### src/rtl/i2c_ov7670_cfg_seq_pkg.sv
// Shared definitions for the OV7670 SCCB configuration sequencer: state encoding,
// fixed SCCB constants and the delay-timer width helper.
package i2c_ov7670_cfg_seq_pkg;

  typedef enum logic [3:0] {
    ST_PWR_WAIT  = 4'd0,
    ST_SRST_REQ  = 4'd1,
    ST_SRST_WAIT = 4'd2,
    ST_RST_DLY   = 4'd3,
    ST_FETCH     = 4'd4,
    ST_REQ       = 4'd5,
    ST_WAIT      = 4'd6,
    ST_DONE      = 4'd7,
    ST_ERR       = 4'd8
  } cfg_state_e;

  localparam logic [7:0] OV7670_SCCB_ADDR = 8'h42;
  localparam logic [7:0] SRST_REG         = 8'h12;
  localparam logic [7:0] SRST_DATA        = 8'h80;
  localparam int         DEFAULT_LUT_SIZE = 168;

  // Counter width able to hold cyc-1; never narrower than one bit.
  function automatic int timer_width(input int cyc);
    return (cyc < 2) ? 1 : $clog2(cyc);
  endfunction

endpackage

### src/rtl/i2c_ov7670_cfg_seq_timer.sv
// Delay timer shared by the power-up wait and the post-soft-reset wait.
// Counts while enabled and saturates at the terminal value.
module i2c_ov7670_cfg_seq_timer #(
  parameter int W = 20
) (
  input  logic         clk,
  input  logic         rst_n,
  input  logic         clr,
  input  logic         en,
  input  logic [W-1:0] term,
  output logic         expired
);

  logic [W-1:0] cnt_q;
  logic [W-1:0] cnt_d;

  assign expired = (cnt_q == term);

  always_comb begin
    cnt_d = cnt_q;
    if (clr) begin
      cnt_d = '0;
    end else if (en && !expired) begin
      cnt_d = cnt_q + W'(1);
    end
  end

  always_ff @(posedge clk or negedge rst_n) begin
    if (!rst_n) begin
      cnt_q <= '0;
    end else begin
      cnt_q <= cnt_d;
    end
  end

endmodule

### src/rtl/i2c_ov7670_cfg_seq.sv
// OV7670 configuration sequencer: power-up settle, SCCB soft reset, then one write per
// LUT entry through the I2C/SCCB write master, with bounded retry on NACK.
module i2c_ov7670_cfg_seq
  import i2c_ov7670_cfg_seq_pkg::*;
#(
  parameter int         LUT_SIZE    = DEFAULT_LUT_SIZE,
  parameter logic [7:0] SLAVE_ADDR  = OV7670_SCCB_ADDR,
  parameter int         PWR_DLY_CYC = 1_000_000,
  parameter int         RST_DLY_CYC = 25_000,
  parameter int         MAX_RETRY   = 3
) (
  input  logic       clk,
  input  logic       rst_n,
  input  logic       cfg_start,
  output logic [7:0] lut_index,
  input  logic [15:0] lut_data,
  output logic       i2c_req,
  output logic [7:0] i2c_slave,
  output logic [7:0] i2c_reg,
  output logic [7:0] i2c_wdata,
  input  logic       i2c_done,
  input  logic       i2c_nack,
  output logic       cfg_busy,
  output logic       cfg_done,
  output logic       cfg_err,
  output logic [7:0] cfg_index,
  output cfg_state_e dbg_state
);

  localparam int              TW          = timer_width(PWR_DLY_CYC);
  localparam int              RW          = $clog2(MAX_RETRY + 1);
  localparam logic [TW-1:0]   PWR_TERM    = TW'(PWR_DLY_CYC - 1);
  localparam logic [TW-1:0]   RST_TERM    = TW'(RST_DLY_CYC - 1);
  localparam logic [7:0]      LAST_IDX    = 8'(LUT_SIZE - 1);
  localparam logic [RW-1:0]   RETRY_LIMIT = RW'(MAX_RETRY);

  // Handshake: i2c_req is a level raised with i2c_reg/i2c_wdata already stable; it
  // stays high (data frozen) until the single-cycle i2c_done, whose i2c_nack is
  // sampled on that same edge, and is dropped on that edge. i2c_done at any other
  // time is ignored.
  cfg_state_e    state_q, state_d;
  logic [7:0]    lut_index_q, lut_index_d;
  logic          req_q, req_d;
  logic [7:0]    reg_q, reg_d;
  logic [7:0]    wdata_q, wdata_d;
  logic [7:0]    cfg_index_q, cfg_index_d;
  logic [RW-1:0] retry_q, retry_d;
  logic [RW-1:0] retry_inc;

  logic          tmr_clr;
  logic          tmr_en;
  logic [TW-1:0] tmr_term;
  logic          tmr_expired;

  i2c_ov7670_cfg_seq_timer #(
    .W (TW)
  ) u_timer (
    .clk     (clk),
    .rst_n   (rst_n),
    .clr     (tmr_clr),
    .en      (tmr_en),
    .term    (tmr_term),
    .expired (tmr_expired)
  );

  assign tmr_term  = (state_q == ST_RST_DLY) ? RST_TERM : PWR_TERM;
  assign retry_inc = retry_q + RW'(1);

  always_comb begin
    state_d     = state_q;
    lut_index_d = lut_index_q;
    req_d       = req_q;
    reg_d       = reg_q;
    wdata_d     = wdata_q;
    cfg_index_d = cfg_index_q;
    retry_d     = retry_q;
    tmr_clr     = 1'b0;
    tmr_en      = 1'b0;

    case (state_q)
      ST_PWR_WAIT: begin
        tmr_en = 1'b1;
        if (tmr_expired) begin
          tmr_clr = 1'b1;
          state_d = ST_SRST_REQ;
        end
      end

      ST_SRST_REQ: begin
        reg_d   = SRST_REG;
        wdata_d = SRST_DATA;
        req_d   = 1'b1;
        state_d = ST_SRST_WAIT;
      end

      ST_SRST_WAIT: begin
        if (i2c_done) begin
          req_d = 1'b0;
          if (i2c_nack) begin
            retry_d = retry_inc;
            state_d = (retry_inc == RETRY_LIMIT) ? ST_ERR : ST_SRST_REQ;
          end else begin
            retry_d = '0;
            tmr_clr = 1'b1;
            state_d = ST_RST_DLY;
          end
        end
      end

      ST_RST_DLY: begin
        tmr_en      = 1'b1;
        lut_index_d = '0;
        if (tmr_expired) begin
          tmr_clr = 1'b1;
          state_d = ST_FETCH;
        end
      end

      // The LUT is combinational, so lut_data already reflects lut_index_q here.
      ST_FETCH: begin
        reg_d       = lut_data[15:8];
        wdata_d     = lut_data[7:0];
        cfg_index_d = lut_index_q;
        state_d     = ST_REQ;
      end

      ST_REQ: begin
        req_d   = 1'b1;
        state_d = ST_WAIT;
      end

      ST_WAIT: begin
        if (i2c_done) begin
          req_d = 1'b0;
          if (i2c_nack) begin
            retry_d = retry_inc;
            state_d = (retry_inc == RETRY_LIMIT) ? ST_ERR : ST_REQ;
          end else begin
            retry_d = '0;
            if (lut_index_q == LAST_IDX) begin
              state_d = ST_DONE;
            end else begin
              lut_index_d = lut_index_q + 8'd1;
              state_d     = ST_FETCH;
            end
          end
        end
      end

      ST_DONE, ST_ERR: begin
        if (cfg_start) begin
          retry_d     = '0;
          lut_index_d = '0;
          cfg_index_d = '0;
          tmr_clr     = 1'b1;
          state_d     = ST_PWR_WAIT;
        end
      end

      default: begin
        state_d = ST_PWR_WAIT;
      end
    endcase
  end

  always_ff @(posedge clk or negedge rst_n) begin
    if (!rst_n) begin
      state_q     <= ST_PWR_WAIT;
      lut_index_q <= '0;
      req_q       <= 1'b0;
      reg_q       <= '0;
      wdata_q     <= '0;
      cfg_index_q <= '0;
      retry_q     <= '0;
    end else begin
      state_q     <= state_d;
      lut_index_q <= lut_index_d;
      req_q       <= req_d;
      reg_q       <= reg_d;
      wdata_q     <= wdata_d;
      cfg_index_q <= cfg_index_d;
      retry_q     <= retry_d;
    end
  end

  assign lut_index = lut_index_q;
  assign i2c_req   = req_q;
  assign i2c_slave = SLAVE_ADDR;
  assign i2c_reg   = reg_q;
  assign i2c_wdata = wdata_q;
  assign cfg_busy  = (state_q != ST_DONE) && (state_q != ST_ERR);
  assign cfg_done  = (state_q == ST_DONE);
  assign cfg_err   = (state_q == ST_ERR);
  assign cfg_index = cfg_index_q;
  assign dbg_state = state_q;

endmodule

### config.mk
export PLATFORM = sky130hd
export DESIGN_NAME = i2c_ov7670_cfg_seq
export DESIGN_NICKNAME = d
export VERILOG_FILES = /design/src/rtl/i2c_ov7670_cfg_seq_pkg.sv /design/src/rtl/i2c_ov7670_cfg_seq_timer.sv /design/src/rtl/i2c_ov7670_cfg_seq.sv
export SDC_FILE = /design/constraint.sdc
export NUM_CORES = 1
export LEC_CHECK = 0
export ABC_AREA = 1
export BUFFER_PORTS_ARGS = -buffer_cell sky130_fd_sc_hd__buf_4
export CAP_MARGIN = 20
export CORE_MARGIN = 2
export CORE_UTILIZATION = 62
export CTS_BUF_LIST = sky130_fd_sc_hd__clkbuf_4 sky130_fd_sc_hd__clkbuf_8
export DETAILED_ROUTE_END_ITERATION = 10
export PLACE_DENSITY = 0.89
export SYNTH_ARGS = -nofsm -noshare
export SYNTH_HDL_FRONTEND = slang
export SYNTH_SLANG_ARGS = --single-unit
### constraint.sdc
create_clock -name clk -period 5.4 [get_ports clk]
set_clock_uncertainty 0.1 [all_clocks]
set_input_delay 1.35 -clock clk [delete_from_list [all_inputs] [get_ports clk]]
set_output_delay 1.35 -clock clk [all_outputs]
set_load 0.01 [all_outputs]
-- Word-level counts from Yosys, hierarchy flattened
Cells that the tools add are included.
- register bits: 59
- input port bits: 21
- output and inout bits: 48
- word-level logic and storage cells: 85
- add/sub/neg operators: 3
- equal/unequal tests: 21
- muxes and demuxes: 34
- reductions and logical operators: 19
- operators with widths (cell ; count):
    $mux W20 ; 3
    $pmux W8 S2 ; 3
    $mux W4 ; 9
    $mux W8 ; 4
    $pmux W4 S8 ; 1
    $pmux W8 S3 ; 1
    $add A20 B1 Y20 const B ; 1
    $eq A20 B20 Y1 ; 1
    $eq A4 B3 Y1 const B ; 4
    $ne A2 B2 Y1 const B ; 5
    $reduce_and A5 Y1 ; 2
    $reduce_bool A2 Y1 ; 5
    $add A8 B1 Y8 const B ; 1
    $eq A4 B2 Y1 const B ; 2
    $eq A8 B8 Y1 const B ; 1
    $mux W2 ; 4
    $reduce_or A2 Y1 ; 4
    $mux W1 ; 6
    $ne A2 B1 Y1 const B ; 3
    $eq A4 B1 Y1 const B ; 1
    $eq A4 B4 Y1 const B ; 1
    $logic_not A4 Y1 ; 1
    $ne A4 B3 Y1 const B ; 1
    $ne A4 B4 Y1 const B ; 1
    other kinds (10) ; 12

-- Depth between registers and ports, before layout
- depth after elaboration: 7
- gate-level depth with buffers: 11
- depth with buffers taken out: 11

-- Hierarchy
Synthesis repeated with hierarchy kept, for this count alone.
- cells, all modules: 527
- area total of the unflattened synthesis: 3827.4 um^2
- modules (own cells, without submodules) (module ; times used ; cells each ; area each (um^2) ; sequential area each (um^2)):
    i2c_ov7670_cfg_seq ; 1 ; 249 ; 2099.5 ; 975.9
    i2c_ov7670_cfg_seq_timer ; 1 ; 278 ; 1727.9 ; 500.5

-- Worst setup path after synthesis
Ideal clock, no wire load.
- kind: reg-to-output
- start point: register state_q[3] (netlist: dbg_state[3])
- end point: output cfg_busy
- data arrival time: 972 ps
- setup slack: 2978 ps
- cell stages (with the launch flop): 5
- path through: dfrtp_1 -> inv_1 -> nand2_2 -> nor2_1 -> nor2_2
- longest elaborated chain between the ends: 2
- elaborated cells between the ends (all ways): 3
- those cells by class: eq/ne: 2; reduce/logical: 1
- RTL lines (element ; RTL line ; source):
    from (decl) ; i2c_ov7670_cfg_seq.sv:41 ; cfg_state_e state_q, state_d;
    from (signal assigned) ; i2c_ov7670_cfg_seq.sv:176 ; state_q <= state_d;
    $ne A4 B3 Y1 or $ne A4 B4 Y1 (tied branches) ; i2c_ov7670_cfg_seq.sv:191 ; assign cfg_busy = (state_q != ST_DONE) && (state_q != ST_ERR);
    $logic_and A1 B1 Y1 * ; i2c_ov7670_cfg_seq.sv:191 ;
    to (decl) ; i2c_ov7670_cfg_seq.sv:23 ; output logic cfg_busy,
Every way passes the cells marked *; elsewhere a longest branch is shown, timed or not.

-- Final worst setup path
- start point: register state_q[1] (netlist: dbg_state[1])
- end point: output cfg_busy
The elaborated chain is that of the path after synthesis.

==> results.md <==
* Main area contributors after synthesis: dfrtp_1 (43%), nand2_1 (12%), inv_1 (6.1%)
* Post-Layout Inst Area at 4050 sq um
* Post-CTS resize count at 0
* Initial antenna violation count at 0
* Worst EP required at 3.95 ns
* First DRT Iteration DRCs at 345
* Slew HR at 0.355
* Die width at 78.4 microns
* Maxcap violations at 0
* Vias per cell at 5.60
* Setup bufs post-CTS at 0
* FP Rows at 27
* RSZ-0062 raised after global routing: no
* Distinct cells, synth at 30
* H-Tree Depth at 3
* GR Overflow Total at 0
* First-pass GRT wire length at 14.4 mm
* Largest register FFs at 20
* Status: completed
* Period utilisation layout at 0.547
* Maximum fanout along the worst path at 8
* Clk buf depth at 2
* Nets at 535
* Initial Util at 0.631
* Final Slew Violations at 0
* Max Fclk at 338 MHz
* WP data arrival at 1.51 ns
* Slew @ Worst Pin at 0.965 ns
* Initial DRT Pass Iterations at 5
* DRT Wirelength at 8.61 mm
* CTS Sinks at 59
* Final ANT Viol Nets at 0
* Fraction of layout cells with a size suffix above 1 at 0.184
* CTS root buf: clkbuf_8
* Fillers at 402
* Leakage dissipation at 2.19 nW
* Post-synth top area share at 0.430
* Critical Path Sink Type: output pin
* Setup violators final at 0
* Placed cell area at 3860 sq um
* Min cycle time layout at 2.96 ns
* Pre-CTS setup slack at 2.57 ns
* Synth area leader: dfrtp_1
* Hold Fails Final Rpt at 0
* Hold WC Path Type: reg2reg
* Syn Std Cell Area at 3430 sq um
* Reg with most FFs: u_timer.cnt_q
* Clock latency at the later pin of the worst-skew pair at 0.34 ns
* Peak VDD IR at 0.191 mV
* Syn avg cell area at 7.57 sq um
* GPL Wtd Cong at 0.949
* Yosys warns at 0
* WS Path Type: reg2out
* Residual DRC at 0
* Number of diodes at 0
* Worst Slack Setup Final at 2.44 ns
* Crit start category: flip-flop
* Total Routing Usage GR at 0.301
* I/O Pins at 69
* Total number of vias at 3288
* Power per cell area at 212 nW/um^2
* Largest net degree at the start of global routing at 60
* TritonCTS Buffers at 9
* Clk slew on worst S/H paths at 0.06 ns
* Die H at 78.4 microns
* CTS tree: yes
* Yosys reg bits at 59
* CTS Hold Buffers Added at 0
* Core box area at 5440 sq um
* Synthesized instance count at 453
* Sequential-to-total area share from yosys stat at 0.430
* Synth-to-layout area growth at 18.2%
* DR WL/cell at 14.7 microns
* DP HPWL at 5.81 mm
* Setup total negative slack at 0 ns
* Die Footprint at 6140 sq um
* Number of I/O port buffers at 60
* Vias in the first global route at 3099
-- layout by cell type, fill, tap and decap left out, types with 8 or more instances in the layout --
cell type	instances
nand2_1	109
buf_4	61
dfrtp_1	59
inv_1	56
nor2_1	51
nand3_1	34
nand4_1	33
a22o_1	13
o21ai_1	12
o21ai_0	11
xor2_1	11
clkbuf_8	9
nand2_2	8
nor3_1	8
conb_1	8
-- cells in the mapped netlist --
library cell  instances
nand2_1             109
dfrtp_1              59
inv_1                56
nor2_1               51
nand3_1              34
nand4_1              33
a22o_1               13
o21ai_1              12
o21ai_0              11
xor2_1               11
buf_4                 9
nand2_2               8
nor3_1                8
buf_2                 7
inv_2                 4
nand3b_1              4
a21oi_1               3
ha_1                  3
o22a_1                3
buf_6                 2
conb_1                2
nor2_2                2
xnor2_1               2
a21oi_2               1
buf_1                 1
clkbuf_1              1
nand2_4               1
nand3_4               1
nor3_2                1
o21ai_2               1
-- per-stage QoR --
step / hold slack (ns) / total power [W] / std cells / utilization
finish: 0.403 / 0.000858 / 587 / 0.745
global route: 0.418 / 0.000887 / 587 / 0.745
CTS: 0.405 / 0.000866 / 586 / 0.744
detailed placement: 0.383 / 0.000474 / 571 / 0.710
global placement: 0.376 / 0.000474 / 571 / 0.710
floorplan: 0.359 / 0.000458 / 459 / -
-- layout make-up --
| cell class | instances | area, sq um | area share |
|---|---|---|---|
| multi-input cells | 320 | 1620 | 0.399 |
| flip-flops and latches | 59 | 1480 | 0.364 |
| repair buffers | 61 | 458 | 0.113 |
| inverters | 60 | 225 | 0.0556 |
| clock buffers | 12 | 146 | 0.0361 |
| well taps | 72 | 90.1 | 0.0222 |
| clock inverters | 3 | 40.0 | 0.00988 |
-- critical path, stage by stage (launching register included) --
cell and delay (ns):
dfrtp_1 0.46, nor2_1 0.22, nand3_1 0.15, inv_1 0.12
nor2_2 0.07, buf_4 0.15
-- logic make-up (layout without fill, tap and decap cells) --
family | count (synthesis) | count (layout) | synth area share
AND/OR/NAND/NOR | 252 | 252 | 0.335
buffers and inverters | 80 | 136 | 0.104
flip-flops | 59 | 59 | 0.431
AO/OA/AOI/OAI | 44 | 44 | 0.0839
XOR/XNOR | 13 | 13 | 0.0332
adder cells (fa/ha/maj) | 3 | 3 | 0.0109
other | 2 | 8 | 0.00219
-- per-layer routing --
layer	vias up	part of all wire	GRT usage
li1	1578	-	-
met1	1558	0.42	0.374
met2	135	0.49	0.504
met3	17	0.072	0.0770
met4	0	0.018	0.123
met5	-	0	0
-- report_power, final --
| part | total [W] | internal [W] | switching [W] |
|---|---|---|---|
| combinational | 0.0000238 | 0.00000952 | 0.0000143 |
| clock | 0.000392 | 0.000224 | 0.000168 |
| sequential | 0.000442 | 0.000442 | 0 |
| total | 0.000858 | 0.000676 | 0.000182 |
-- worst paths after layout --
| check | start | slack (ns) | to | cells after the start |
|---|---|---|---|---|
| setup / recovery | dbg_state[1] | 2.44 | cfg_busy | 5 |
| hold / removal | i2c_wdata[2] | 0.40 | i2c_wdata[2] | 1 |
| setup reg to reg | dbg_state[3] | 2.47 | u_timer.cnt_q[8] | 8 |
| hold reg to reg | i2c_wdata[2] | 0.40 | i2c_wdata[2] | 1 |
| max in group asynchronous | rst_n | 3.74 | u_timer.cnt_q[13] | 1 |
| min in group asynchronous | rst_n | 0.94 | u_timer.cnt_q[8] | 1 |
No activity file was read; power rests on OpenSTA's default activity.
